**src/rtl/writeback_drain_pkg.sv**
```systemverilog
// Shared definitions for the writeback drain slice.
// Holds the functional-unit codes and the canonical writeback entry layout
// at the default GPR address and data widths.
package writeback_drain_pkg;

    localparam int unsigned WB_REG_WIDTH  = 5;
    localparam int unsigned WB_DATA_WIDTH = 64;
    localparam int unsigned WB_UNIT_WIDTH = 3;

    typedef enum logic [WB_UNIT_WIDTH-1:0] {
        FU_FX     = 3'd0,
        FU_FP     = 3'd1,
        FU_LDST   = 3'd2,
        FU_BRANCH = 3'd3,
        FU_TRAP   = 3'd4
    } fu_code_e;

    typedef struct packed {
        logic [WB_UNIT_WIDTH-1:0] unit;
        logic [WB_REG_WIDTH-1:0]  addr;
        logic [WB_DATA_WIDTH-1:0] val;
    } wb_entry_t;

endpackage

```
**src/rtl/writeback_drain_fifo.sv**
```systemverilog
// wb_fifo: circular buffer accepting up to two writes and releasing one
// entry per cycle.
// Ports:
//   clock, reset              clock, synchronous active-high reset
//   push0_*/push1_*           write slots; slot 1 is only used together
//                             with slot 0 (caller compacts requests)
//   pop                       release head entry (ignored when empty)
//   head_unit/addr/val        current head entry
//   count                     number of queued entries
//   entry_valid/entry_addr    per-slot occupancy and destination address
module wb_fifo
    import writeback_drain_pkg::*;
#(
    parameter int unsigned regWidth   = WB_REG_WIDTH,
    parameter int unsigned dataWidth  = WB_DATA_WIDTH,
    parameter int unsigned FIFO_DEPTH = 4,
    localparam int unsigned PTR_W     = $clog2(FIFO_DEPTH),
    localparam int unsigned CNT_W     = PTR_W + 1
) (
    input  logic                                  clock,
    input  logic                                  reset,
    input  logic                                  push0_en,
    input  logic [WB_UNIT_WIDTH-1:0]              push0_unit,
    input  logic [regWidth-1:0]                   push0_addr,
    input  logic [dataWidth-1:0]                  push0_val,
    input  logic                                  push1_en,
    input  logic [WB_UNIT_WIDTH-1:0]              push1_unit,
    input  logic [regWidth-1:0]                   push1_addr,
    input  logic [dataWidth-1:0]                  push1_val,
    input  logic                                  pop,
    output logic [WB_UNIT_WIDTH-1:0]              head_unit,
    output logic [regWidth-1:0]                   head_addr,
    output logic [dataWidth-1:0]                  head_val,
    output logic [CNT_W-1:0]                      count,
    output logic [FIFO_DEPTH-1:0]                 entry_valid,
    output logic [FIFO_DEPTH-1:0][regWidth-1:0]   entry_addr
);

    typedef struct packed {
        logic [WB_UNIT_WIDTH-1:0] unit;
        logic [regWidth-1:0]      addr;
        logic [dataWidth-1:0]     val;
    } entry_t;

    entry_t           mem [FIFO_DEPTH];
    entry_t           push0_entry;
    entry_t           push1_entry;
    logic [PTR_W-1:0] wr_ptr;
    logic [PTR_W-1:0] rd_ptr;
    logic [PTR_W-1:0] wr_ptr_plus1;
    logic [CNT_W-1:0] n_push;
    logic             pop_ok;

    assign push0_entry  = {push0_unit, push0_addr, push0_val};
    assign push1_entry  = {push1_unit, push1_addr, push1_val};
    assign wr_ptr_plus1 = wr_ptr + PTR_W'(1);
    assign n_push       = CNT_W'(push0_en) + CNT_W'(push1_en);
    assign pop_ok       = pop && (count != '0);

    assign head_unit = mem[rd_ptr].unit;
    assign head_addr = mem[rd_ptr].addr;
    assign head_val  = mem[rd_ptr].val;

    always_ff @(posedge clock) begin
        if (push0_en) mem[wr_ptr]       <= push0_entry;
        if (push1_en) mem[wr_ptr_plus1] <= push1_entry;
    end

    // Pointers wrap naturally because FIFO_DEPTH is a power of two.
    always_ff @(posedge clock) begin
        if (reset) begin
            wr_ptr <= '0;
            rd_ptr <= '0;
            count  <= '0;
        end else begin
            wr_ptr <= wr_ptr + PTR_W'(n_push);
            rd_ptr <= rd_ptr + PTR_W'(pop_ok);
            count  <= count + n_push - CNT_W'(pop_ok);
        end
    end

    // A slot is occupied when its distance from the read pointer is below count.
    always_comb begin
        logic [PTR_W-1:0] offset;
        offset      = '0;
        entry_valid = '0;
        entry_addr  = '0;
        for (int unsigned i = 0; i < FIFO_DEPTH; i++) begin
            offset         = PTR_W'(i) - rd_ptr;
            entry_valid[i] = {1'b0, offset} < count;
            entry_addr[i]  = mem[i].addr;
        end
    end

endmodule

```
**src/rtl/writeback_drain.sv**
```systemverilog
// writeback_drain: consumer of the execution writeback bundle.
// Queues up to two GPR writes per cycle and drains one per cycle into the
// GPR-file write port; applies CR updates directly.
// Ports:
//   clock_i, reset_i            clock, synchronous active-high reset
//   enable_i                    bundle valid
//   functionalUnitCode_i        producing unit
//   reg{1,2}Writeback*_i        two GPR write requests (reg1 queued first)
//   condRegUpdateEnable_i       CR update request, newCRVal_i its value
//   stall_o                     fewer than two free slots
//   regWrite*_o                 registered GPR-file write port
//   condRegWriteEnable_o        one-cycle pulse on CR update
//   condReg_o                   architectural CR bits 32:63
//   pendingMask_o               GPRs with a write queued or in flight
//   empty_o                     queue empty
//   overflow_o                  sticky: bundle offered while stalled
module writeback_drain
    import writeback_drain_pkg::*;
#(
    parameter int unsigned regWidth   = WB_REG_WIDTH,
    parameter int unsigned FIFO_DEPTH = 4,
    parameter int unsigned dataWidth  = WB_DATA_WIDTH
) (
    input  logic                     clock_i,
    input  logic                     reset_i,
    input  logic                     enable_i,
    input  logic [2:0]               functionalUnitCode_i,
    input  logic                     reg1WritebackEnable_i,
    input  logic                     reg2WritebackEnable_i,
    input  logic [regWidth-1:0]      reg1WritebackAddress_i,
    input  logic [regWidth-1:0]      reg2WritebackAddress_i,
    input  logic [dataWidth-1:0]     reg1WritebackVal_i,
    input  logic [dataWidth-1:0]     reg2WritebackVal_i,
    input  logic                     condRegUpdateEnable_i,
    input  logic [31:0]              newCRVal_i,
    output logic                     stall_o,
    output logic                     regWriteEnable_o,
    output logic [regWidth-1:0]      regWriteAddress_o,
    output logic [dataWidth-1:0]     regWriteVal_o,
    output logic [2:0]               regWriteUnit_o,
    output logic                     condRegWriteEnable_o,
    output logic [31:0]              condReg_o,
    output logic [2**regWidth-1:0]   pendingMask_o,
    output logic                     empty_o,
    output logic                     overflow_o
);

    localparam int unsigned CNT_W = $clog2(FIFO_DEPTH) + 1;

    logic                                 accept;
    logic                                 push0_en;
    logic                                 push1_en;
    logic [regWidth-1:0]                  push0_addr;
    logic [dataWidth-1:0]                 push0_val;
    logic                                 pop;
    logic [WB_UNIT_WIDTH-1:0]             head_unit;
    logic [regWidth-1:0]                  head_addr;
    logic [dataWidth-1:0]                 head_val;
    logic [CNT_W-1:0]                     fifo_count;
    logic [CNT_W-1:0]                     free_slots;
    logic [FIFO_DEPTH-1:0]                entry_valid;
    logic [FIFO_DEPTH-1:0][regWidth-1:0]  entry_addr;

    assign free_slots = CNT_W'(FIFO_DEPTH) - fifo_count;
    assign stall_o    = free_slots < CNT_W'(2);
    assign empty_o    = (fifo_count == '0);
    assign accept     = enable_i && !stall_o;
    assign pop        = !empty_o;

    // Compact the two requests so slot 0 always carries the earlier write;
    // slot 1 is only used when both requests are present.
    assign push0_en   = accept && (reg1WritebackEnable_i || reg2WritebackEnable_i);
    assign push1_en   = accept && reg1WritebackEnable_i && reg2WritebackEnable_i;
    assign push0_addr = reg1WritebackEnable_i ? reg1WritebackAddress_i : reg2WritebackAddress_i;
    assign push0_val  = reg1WritebackEnable_i ? reg1WritebackVal_i     : reg2WritebackVal_i;

    wb_fifo #(
        .regWidth   (regWidth),
        .dataWidth  (dataWidth),
        .FIFO_DEPTH (FIFO_DEPTH)
    ) u_fifo (
        .clock       (clock_i),
        .reset       (reset_i),
        .push0_en    (push0_en),
        .push0_unit  (functionalUnitCode_i),
        .push0_addr  (push0_addr),
        .push0_val   (push0_val),
        .push1_en    (push1_en),
        .push1_unit  (functionalUnitCode_i),
        .push1_addr  (reg2WritebackAddress_i),
        .push1_val   (reg2WritebackVal_i),
        .pop         (pop),
        .head_unit   (head_unit),
        .head_addr   (head_addr),
        .head_val    (head_val),
        .count       (fifo_count),
        .entry_valid (entry_valid),
        .entry_addr  (entry_addr)
    );

    // Data outputs hold their last value when nothing drains.
    always_ff @(posedge clock_i) begin
        if (reset_i) begin
            regWriteEnable_o  <= 1'b0;
            regWriteAddress_o <= '0;
            regWriteVal_o     <= '0;
            regWriteUnit_o    <= '0;
        end else begin
            regWriteEnable_o <= pop;
            if (pop) begin
                regWriteAddress_o <= head_addr;
                regWriteVal_o     <= head_val;
                regWriteUnit_o    <= head_unit;
            end
        end
    end

    always_ff @(posedge clock_i) begin
        if (reset_i) begin
            condReg_o            <= '0;
            condRegWriteEnable_o <= 1'b0;
            overflow_o           <= 1'b0;
        end else begin
            condRegWriteEnable_o <= accept && condRegUpdateEnable_i;
            if (accept && condRegUpdateEnable_i) condReg_o <= newCRVal_i;
            if (enable_i && stall_o) overflow_o <= 1'b1;
        end
    end

    // The drained entry stays pending while it sits on the write port,
    // since the GPR file only absorbs it at the following edge.
    always_comb begin
        pendingMask_o = '0;
        for (int unsigned i = 0; i < FIFO_DEPTH; i++) begin
            if (entry_valid[i]) pendingMask_o[entry_addr[i]] = 1'b1;
        end
        if (regWriteEnable_o) pendingMask_o[regWriteAddress_o] = 1'b1;
    end

endmodule
```
**config.mk**
```make
export PLATFORM = sky130hd
export DESIGN_NAME = writeback_drain
export DESIGN_NICKNAME = d
export VERILOG_FILES = /design/src/rtl/writeback_drain_pkg.sv /design/src/rtl/writeback_drain_fifo.sv /design/src/rtl/writeback_drain.sv
export SDC_FILE = /design/constraint.sdc
export NUM_CORES = 1
export LEC_CHECK = 0
export BUFFER_PORTS_ARGS = -buffer_cell sky130_fd_sc_hd__buf_2
export CAP_MARGIN = 20
export CORE_MARGIN = 8
export CORE_UTILIZATION = 61
export CTS_CLUSTER_DIAMETER = 150
export DETAILED_ROUTE_END_ITERATION = 10
export PLACE_DENSITY = 0.86
export SLEW_MARGIN = 25
export SYNTH_ARGS = -nofsm -noshare
export SYNTH_HDL_FRONTEND = slang
export SYNTH_SLANG_ARGS = --single-unit
```
**constraint.sdc**
```tcl
create_clock -name clock_i -period 10.7 [get_ports clock_i]
set_input_delay 2.14 -clock clock_i [delete_from_list [all_inputs] [get_ports clock_i]]
set_output_delay 2.14 -clock clock_i [all_outputs]
set_load 0.005 [all_outputs]
```
==> results.py, run 1 <==
metrics = {
    "critical_path": {
        "cp.arrival_ns": 3.56,
        "cp_data_required_time_ns": 8.56,
        "rrSetupSlack_ns": 7.15,
        "worst_setup_path_end_kind": "output port",
        "slowest_stage": "a211oi_2",
        "reg2regPathDepth": 8,
        "r2r_end": "u_fifo.mem[2][0]",
        "rr_startpoint": "u_fifo.count[0]",
        "path_class": "flip-flop to output port",
        "slowest_delay_ns": 0.96,
        "startpoint_type": "flip-flop",
        "crit_path_max_fanout": 33,
        "path_cells": "xnor2_1 > inv_1 > ha_1 > nor2b_1 > a211oi_2 > a22oi_1 > nand3_1 > buf_2",
    },
    "clock_tree": {
        "cts-buffers-inserted": 41,
        "cts.repair.resized": 0,
        "clkLatencyLatePin_ns": 0.53,
        "cts_hold_buf": 0,
        "cts-root-buf": "clkbuf_16",
        "cts.htree.levels": 2,
        "cts_tree": "done",
        "clk_path_buf_depth": 3,
        "post-cts-setup-buffers": 0,
        "cts.sinks": 402,
        "clk_pin_slew_ns": 0.06,
    },
    "placed_design": {
        "placedInstanceArea_sq_mm": 0.0214,
        "routabilityCongestion": 0.976,
        "dp_hpwl_mm": 35.9,
        "io_buffers": 319,
    },
    "sta": {
        "post-route-period-util": 0.532,
        "hold_slack_ns": 0.449,
        "max_freq_mhz": 176,
        "setup_viol": 0,
        "drv_slew": 0,
        "tightestPinTransition_ns": 1.12,
        "skew_ns": 0.0188,
        "setup_tns_ns": 0,
        "hold_violations": 0,
        "rsz0062_at_grt": "no",
        "maxSlewHeadroom": 0.251,
        "period_needed_ns": 5.70,
    },
    "grt": {
        "grt_pass1_vias": 14500,
        "overflow": 0,
        "antenna_found_initial": 14,
        "grt_max_degree": 83,
        "grt_usage": 0.287,
        "grt_pass1_wl_mm": 85.4,
    },
    "detailed_routing": {
        "first_pass_iters": 8,
        "wl_per_cell_um": 25.2,
        "antenna_left": 0,
        "vias": 14000,
        "drtIter0Drc": 1168,
        "viasPerCell": 6.26,
        "wl_mm": 56.1,
        "drc": 0,
    },
    "synthesis": {
        "netlist_area_sq_mm": 0.0195,
        "yosysTopAreaCell": "edfxtp_1",
        "ys_ff_latch": 402,
        "yosysMostFrequentCell": "edfxtp_1",
        "synthArstFlopShare": 0,
        "synth_area_leaders": "edfxtp_1 (44%), mux2_2 (15%), dfxtp_1 (12%), mux4_2 (8.3%), nand2_1 (4.8%)",
        "synth_commonest_cells": "edfxtp_1 (288), mux2_2 (256), nand2_1 (252)",
        "ys_warn_count": 0,
        "synth_area_per_cell_sq_um": 13.0,
        "synth-main-ff-cell": "edfxtp_1",
        "synth_cells": 1501,
        "synth_sequential_area_ratio": 0.560,
        "synth_edf_count": 288,
        "syn_nets": 1693,
        "synth_top_area_frac": 0.443,
        "ys_types": 45,
    },
    "hold_path": {
        "hp-class": "flip-flop to flip-flop",
        "min_to": "condReg_o[14]",
        "hp-start": "condReg_o[14]",
        "hold_depth": 2,
    },
    "pwr": {
        "clkPwrFrac": 0.261,
        "p_int_mw": 3.74,
        "finalPower_mw": 5.65,
        "max-vdd-ir-drop_mv": 0.192,
        "leakage_nw": 8.57,
        "p_per_area_mw_per_mm2": 248,
        "power_frac_seq": 0.405,
        "swShare": 0.339,
        "combPwrFrac": 0.334,
        "p_sw_mw": 1.92,
    },
    "cells_and_area": {
        "layout.nets": 1977,
        "area_growth_pct": 16.9,
        "drive_gt1_frac": 0.427,
        "fin_area_sq_mm": 0.0228,
        "fillCellCount": 2068,
    },
    "floorplan": {
        "die_area_sq_mm": 0.0380,
        "die_h_um": 195,
        "dieWidth_um": 195,
        "fp.coreArea_sq_mm": 0.0316,
        "io_pins": 320,
        "initial_core_util": 0.619,
        "num_rows": 65,
    },
    "job": {
        "drv_cap": 0,
    },
    "run_status": {
        "outcome": "complete, no violations",
    },
}
-- how the worst max path moves through the flow --
stage | from | endpoint | slack, ns | cells after the start
after floorplan | reg1WritebackEnable_i | u_fifo.mem[1][0] | 4.43 | 4
after global placement | u_fifo.rd_ptr[0] | pendingMask_o[3] | 5.59 | 8
after detailed placement | u_fifo.rd_ptr[0] | pendingMask_o[16] | 5.57 | 8
after CTS | u_fifo.rd_ptr[0] | pendingMask_o[26] | 5.00 | 8
after global routing | u_fifo.rd_ptr[0] | pendingMask_o[26] | 4.80 | 8
final | u_fifo.rd_ptr[0] | pendingMask_o[6] | 5.00 | 8
-- layout make-up --
type,instances,area (sq um),share of cell area
Timing Repair Buffer,340,1810,0.0794
Antenna cell,10,25.0,0.00110
Sequential cell,402,10900,0.479
Tap cell,402,503,0.0220
Inverter,18,67.6,0.00296
Clock buffer,60,1200,0.0526
Clock inverter,15,188,0.00822
Multi-Input combinational cell,982,8090,0.354
-- kinds of logic (layout without fill, tap and decap cells) --
logic type | after synthesis | in the layout | synth area share
AO/OA/AOI/OAI | 186 | 186 | 0.0574
XOR/XNOR | 6 | 6 | 0.00269
adder cells (fa/ha/maj) | 13 | 13 | 0.00872
buffers and inverters | 117 | 433 | 0.0297
flip-flops | 402 | 402 | 0.560
multiplexers | 348 | 348 | 0.246
other | 0 | 10 | 0
AND/OR/NAND/NOR | 429 | 429 | 0.0953
-- state kept, by name, summed over array words and instances (netlist names) --
signal	cells
regWriteEnable_o	1
condReg_o	32
regWriteVal_o	64
regWriteAddress_o	5
regWriteUnit_o	3
overflow_o	1
u_fifo.mem	288
condRegWriteEnable_o	1
u_fifo.count	3
u_fifo.rd_ptr	2
u_fifo.wr_ptr	2
-- per-layer routing --
| metal | vias up | routed length (um) | track usage |
|---|---|---|---|
| li1 | 6184 | - | - |
| met1 | 6939 | 21800 | 0.356 |
| met2 | 696 | 27500 | 0.482 |
| met3 | 128 | 5150 | 0.0722 |
| met4 | 12 | 1590 | 0.101 |
| met5 | - | 80 | 0 |
-- power groups by stage --
stage,registers (mW),logic [mW],clock network (mW)
2_1_floorplan,2.24,1.23,0
3_3_place_gp,2.30,1.79,0
3_5_place_dp,2.31,1.85,0
4_1_cts,2.29,1.88,1.48
5_1_grt,2.32,2.03,1.54
6_report,2.29,1.89,1.47
-- worst max-delay path: cells and delay by family, from the launching register on --
kind | cells | cell delay (ns)
AOI/OAI and AO/OA | 2 | 1.20
DFF | 1 | 0.79
and+or+nand+nor | 2 | 0.33
adders and majority gates | 1 | 0.28
xor gates and xnor gates | 1 | 0.22
buffers and inverters | 2 | 0.20
-- cell usage in the layout, fill, tap and decap left out, types with 6 or more instances in the layout --
cell type / Yosys / final
buf_2: 34 / 318
edfxtp_1: 288 / 288
mux2_2: 256 / 256
nand2_1: 252 / 252
a21oi_1: 121 / 121
dfxtp_1: 114 / 112
mux4_2: 72 / 72
nor2_1: 62 / 60
a22oi_1: 47 / 47
clkbuf_16: 0 / 43
nand3_1: 36 / 36
nor3_1: 23 / 23
mux2_4: 20 / 20
buf_4: 5 / 18
inv_1: 17 / 17
nand2b_1: 17 / 17
nor2b_1: 15 / 14
ha_1: 12 / 11
clkbuf_1: 37 / 11
diode_2: 0 / 10
clkinv_2: 0 / 7
clkbuf_8: 0 / 6
-- stage by stage --
step / cells / util / setup slack, ns
detailed placement: 2143 / 0.677 / 5.57
CTS: 2218 / 0.721 / 5.00
global route: 2227 / 0.723 / 4.80
finish: 2229 / 0.723 / 5.00
floorplan: 1501 / - / 4.43
global placement: 2141 / 0.675 / 5.59
No activity file was read; power rests on OpenSTA's default activity.
==> run 2, diff against run 1 <==
--- a/config.mk
+++ b/config.mk
@@ -8,10 +8,10 @@
 export BUFFER_PORTS_ARGS = -buffer_cell sky130_fd_sc_hd__buf_2
 export CAP_MARGIN = 20
 export CORE_MARGIN = 8
-export CORE_UTILIZATION = 61
+export CORE_UTILIZATION = 57
 export CTS_CLUSTER_DIAMETER = 150
 export DETAILED_ROUTE_END_ITERATION = 10
-export PLACE_DENSITY = 0.86
+export PLACE_DENSITY = 0.81
 export SLEW_MARGIN = 25
 export SYNTH_ARGS = -nofsm -noshare
 export SYNTH_HDL_FRONTEND = slang
==> constraint.sdc (replaced) <==
create_clock -name clock_i -period 5.8 [get_ports clock_i]
set_input_delay 1.16 -clock clock_i [delete_from_list [all_inputs] [get_ports clock_i]]
set_output_delay 1.16 -clock clock_i [all_outputs]
set_load 0.005 [all_outputs]
==> run 2 against run 1 <==
Combinational power is 84% higher. Hold slack better by 0.0023 ns. First-iteration DRC count fell by 13%. Worst setup slack got worse by 3.6 ns. Sequential power increased by 84%. Sequential share of layout area shrank 0.17 points. Sequential cell count unchanged. Critical endpoint is now pendingMask_o[7]. Largest cell class unchanged. Highest routed layer unchanged.
==> results.py, run 2 (synthesis gave the netlist of run 1 again) <==
metrics = {
    "run_status": {
        "outcome": "complete, no violations",
    },
    "placed_design": {
        "placedInstanceArea_sq_mm": 0.0214,
        "io_buffers": 319,
        "dp_hpwl_mm": 35.9,
        "routabilityCongestion": 0.986,
        "pre_cts_slack_ns": 1.68,
        "place_inst": 2186,
    },
    "floorplan": {
        "fp.coreArea_sq_mm": 0.0336,
        "initial_core_util": 0.581,
        "die_area_sq_mm": 0.0404,
        "die_h_um": 201,
        "dieWidth_um": 201,
        "num_rows": 67,
        "io_pins": 320,
    },
    "sta": {
        "post-route-period-util": 0.763,
        "max_freq_mhz": 226,
        "setup_viol": 0,
        "setup_tns_ns": 0,
        "maxSlewHeadroom": 0.305,
        "setup_slack_ns": 1.38,
        "skew_ns": 0.0244,
        "period_needed_ns": 4.42,
        "drv_slew": 0,
        "rsz0062_at_grt": "no",
        "tightestPinTransition_ns": 1.04,
        "hold_violations": 0,
    },
    "detailed_routing": {
        "vias": 13800,
        "antenna_left": 0,
        "wl_per_cell_um": 24.6,
        "first_pass_iters": 5,
        "viasPerCell": 6.06,
        "drc": 0,
        "wl_mm": 56.0,
        "drtIter0Drc": 1014,
    },
    "critical_path": {
        "rr_startpoint": "u_fifo.count[0]",
        "worst_setup_path_end_kind": "output port",
        "rrSetupSlack_ns": 2.59,
        "path_class": "flip-flop to output port",
        "cp_data_required_time_ns": 4.64,
        "r2r_end": "u_fifo.mem[0][37]",
        "crit_path_max_fanout": 31,
        "reg2regPathDepth": 8,
        "cp.arrival_ns": 3.26,
        "startpoint_type": "flip-flop",
    },
    "clock_tree": {
        "clkLatencyLatePin_ns": 0.54,
        "cts-buffers-inserted": 42,
        "cts.htree.levels": 2,
        "post-cts-setup-buffers": 0,
        "clk_pin_slew_ns": 0.06,
        "clk_path_buf_depth": 3,
        "cts-root-buf": "clkbuf_16",
        "cts.repair.resized": 0,
        "cts.sinks": 402,
        "cts_hold_buf": 0,
        "cts_tree": "done",
    },
    "cells_and_area": {
        "final_cells": 2281,
        "final_cell_mix": "buf_2 (318), edfxtp_1 (288), mux2_2 (256), nand2_1 (252), a21oi_1 (121)",
        "area_growth_pct": 17.3,
        "drive_gt1_frac": 0.427,
        "layout_commonest_cell": "buf_2",
        "layout.nets": 1975,
        "largest_register_ffs": 288,
        "regMostFlops": "u_fifo.mem",
        "fillCellCount": 2403,
        "reg_top3": "u_fifo.mem x288, regWriteVal_o x64, condReg_o x32",
        "fin_area_sq_mm": 0.0229,
    },
    "hold_path": {
        "hp-class": "flip-flop to flip-flop",
        "hp-start": "condReg_o[15]",
        "min_to": "condReg_o[15]",
        "hold_depth": 2,
    },
    "pwr": {
        "max-vdd-ir-drop_mv": 0.332,
        "p_per_area_mw_per_mm2": 456,
        "leakage_nw": 8.56,
    },
    "grt": {
        "antenna_found_initial": 23,
        "overflow": 0,
        "grt_usage": 0.267,
        "grt_pass1_vias": 14500,
        "grt_max_degree": 76,
        "grt_pass1_wl_mm": 85.3,
    },
    "job": {
        "drv_cap": 0,
    },
}
## run 2: cell types whose count changed in the layout (fill, tap and decap cells not counted), moves of 2 or more
cell	change
buf_4	-3
diode_2	+7
clkinv_2	+2
a211oi_2	-3
buf_6	+2
a211oi_4	+3
## run 2: critical path: stages (launching register included)
cell and delay, ns:
dfxtp_4 0.76, xnor2_1 0.22, inv_1 0.07, ha_1 0.28, nor2b_1 0.19, a211oi_4 0.70, a22oi_1 0.23, nand3_1 0.15
buf_2 0.12
## run 2: worst max path at each step
stage | startpoint | end | depth (start not counted)
detailed placement | u_fifo.rd_ptr[0] | pendingMask_o[7] | 8
finish | u_fifo.rd_ptr[0] | pendingMask_o[7] | 8
floorplan | reg1WritebackEnable_i | u_fifo.mem[1][0] | 4
CTS | u_fifo.rd_ptr[0] | pendingMask_o[7] | 8
global route | u_fifo.rd_ptr[0] | pendingMask_o[7] | 8
global placement | u_fifo.rd_ptr[0] | pendingMask_o[6] | 8
## run 2: metrics by stage
step	hold WS, ns	total power [mW]	utilization
finish	0.451	10.4	0.681
detailed placement	0.444	7.68	0.637
global placement	0.440	7.56	0.635
global route	0.474	10.9	0.681
floorplan	0.448	6.40	-
CTS	0.452	10.4	0.678
## run 2: layout make-up
cell class | instances | area (sq um) | share of cell area
sequential | 402 | 10900 | 0.478
multi-input combinational | 982 | 8120 | 0.355
timing repair buffer | 337 | 1770 | 0.0771
clock buffer | 58 | 1180 | 0.0516
tap | 448 | 561 | 0.0245
clock inverter | 19 | 225 | 0.00983
inverter | 18 | 67.6 | 0.00295
antenna | 17 | 42.5 | 0.00186
## run 2: where the power goes
group,switching (mW),internal [mW],leakage [nW]
Combinational,2.02,1.46,4.29
Sequential,0.410,3.81,3.57
Clock,1.09,1.65,0.696
Total,3.52,6.92,8.56
## run 2: metal layers
metal,GRT usage,wire [um]
met2,0.450,27400
met4,0.0957,1640
met3,0.0715,4680
met5,0,102
met1,0.329,22100
==> run 3, diff against run 2 <==
==> constraint.sdc (replaced) <==
create_clock -name clock_i -period 4.1 [get_ports clock_i]
set_input_delay 0.82 -clock clock_i [delete_from_list [all_inputs] [get_ports clock_i]]
set_output_delay 0.82 -clock clock_i [all_outputs]
set_load 0.005 [all_outputs]
==> run 3 against run 2 <==
Sequential share of layout area barely moved. Sequential power rose by 40%. Power rose by 39%. Clock power rose by 34%. Via count rose by 1.0%. Hold slack improved by 0.0012 ns. First-iteration DRC count fell by 3.4%. Largest cell class unchanged.
==> results.py, run 3 (synthesis gave the netlist of run 1 again) <==
metrics = {
    "cells_and_area": {
        "final_cell_mix": "buf_2 (318), edfxtp_1 (288), mux2_2 (256), nand2_1 (252), a21oi_1 (121)",
        "layout_commonest_cell": "buf_2",
        "largest_register_ffs": 288,
        "layout.nets": 1987,
        "reg_top3": "u_fifo.mem x288, regWriteVal_o x64, condReg_o x32",
        "area_growth_pct": 17.4,
        "regMostFlops": "u_fifo.mem",
        "fin_area_sq_mm": 0.0229,
        "drive_gt1_frac": 0.426,
    },
    "placed_design": {
        "placedInstanceArea_sq_mm": 0.0215,
        "routabilityCongestion": 0.971,
        "dp_hpwl_mm": 34.2,
        "io_buffers": 319,
    },
    "sta": {
        "setup_viol": 0,
        "hold_slack_ns": 0.452,
        "tightestPinTransition_ns": 1.03,
        "post-route-period-util": 0.830,
        "hold_violations": 0,
        "skew_ns": 0.0172,
        "period_needed_ns": 3.40,
        "rsz0062_at_grt": "no",
        "drv_slew": 0,
        "max_freq_mhz": 294,
        "maxSlewHeadroom": 0.312,
    },
    "detailed_routing": {
        "drc": 0,
        "drtIter0Drc": 980,
        "first_pass_iters": 6,
        "antenna_left": 0,
        "viasPerCell": 6.09,
        "wl_per_cell_um": 23.8,
        "vias": 14000,
        "wl_mm": 54.7,
    },
    "pwr": {
        "leakage_nw": 8.59,
        "swShare": 0.344,
        "max-vdd-ir-drop_mv": 0.529,
        "clkPwrFrac": 0.252,
        "p_per_area_mw_per_mm2": 634,
        "power_frac_seq": 0.406,
        "p_int_mw": 9.53,
        "p_sw_mw": 5.00,
        "combPwrFrac": 0.342,
    },
    "critical_path": {
        "path_class": "flip-flop to output port",
        "crit_path_max_fanout": 30,
        "slowest_delay_ns": 0.42,
        "startpoint_type": "flip-flop",
        "cp_common_cell": "buf_4",
        "cp_data_required_time_ns": 3.28,
        "worst_setup_path_end_kind": "output port",
        "cp.arrival_ns": 2.58,
        "path_cells": "buf_4 > ha_1 > nor2b_1 > nor3b_2 > buf_4 > a32oi_1 > nand3_1 > buf_2",
        "slowest_stage": "buf_4",
    },
    "clock_tree": {
        "clkLatencyLatePin_ns": 0.58,
        "cts.repair.resized": 0,
        "cts.htree.levels": 2,
        "cts-root-buf": "clkbuf_16",
        "cts-buffers-inserted": 42,
        "clk_pin_slew_ns": 0.06,
        "clk_path_buf_depth": 3,
        "cts_hold_buf": 0,
        "cts.sinks": 402,
        "cts_tree": "done",
        "post-cts-setup-buffers": 0,
    },
    "grt": {
        "antenna_found_initial": 28,
        "grt_max_degree": 74,
        "grt_usage": 0.262,
        "grt_pass1_vias": 14600,
        "overflow": 0,
        "grt_pass1_wl_mm": 83.7,
    },
    "floorplan": {
        "num_rows": 67,
        "die_h_um": 201,
        "die_area_sq_mm": 0.0404,
        "dieWidth_um": 201,
        "io_pins": 320,
        "fp.coreArea_sq_mm": 0.0336,
        "initial_core_util": 0.581,
    },
    "hold_path": {
        "hp-class": "flip-flop to flip-flop",
    },
    "run_status": {
        "outcome": "complete, no violations",
    },
    "job": {
        "drv_cap": 0,
    },
}
## run 3: power groups by stage
stage	Sequential [mW]	Combinational (mW)	Clock (mW)
final	5.89	4.97	3.67
after global routing	5.97	5.37	3.85
after floorplan	5.84	3.21	0
after detailed placement	5.95	4.97	0
after global placement	5.91	4.88	0
after CTS	5.87	4.99	3.72
## run 3: worst max-delay path: cells and delay by family, from the launching register on
family / cells / cell delay [ns]
buf+inv: 3 / 0.80
flops: 1 / 0.36
simple gates: 3 / 0.44
compound gates: 1 / 0.19
fa+ha+maj: 1 / 0.23
## run 3: layout make-up
class	count	area (sq um)
Tap cell	448	561
Clock inverter	22	185
Sequential cell	402	10900
Timing Repair Buffer	349	1910
Fill cell	2406	10700
Inverter	18	67.6
Multi-Input combinational cell	982	8060
Clock buffer	56	1150
Antenna cell	16	40.0
## run 3: final timing paths
check	start	end	slack, ns	cells after the start
setup reg to reg	u_fifo.count[0]	u_fifo.mem[1][43]	1.08	8
hold reg to reg	condReg_o[10]	condReg_o[10]	0.45	2
hold / removal	condReg_o[10]	condReg_o[10]	0.45	2
setup / recovery	u_fifo.rd_ptr[1]	pendingMask_o[9]	0.70	8
## run 3: per-stage QoR
stage | util | setup TNS, ns | power [mW] | setup WS (ns) | cells
floorplan | - | -73.05 | 9.04 | -0.507 | 1501
global placement | 0.641 | 0 | 10.8 | 1.20 | 2199
detailed placement | 0.641 | 0 | 10.9 | 1.11 | 2199
CTS | 0.681 | 0 | 14.6 | 0.663 | 2277
global route | 0.682 | 0 | 15.2 | 0.514 | 2292
finish | 0.682 | 0 | 14.5 | 0.698 | 2293
## run 3: per-layer routing
layer  vias up  wire length [um]  global-route usage
li1       6206                 -                   -
met1      6926             21300               0.316
met2       680             27000               0.445
met3       139              4710              0.0715
met4        24              1540              0.0980
met5         -               136                   0
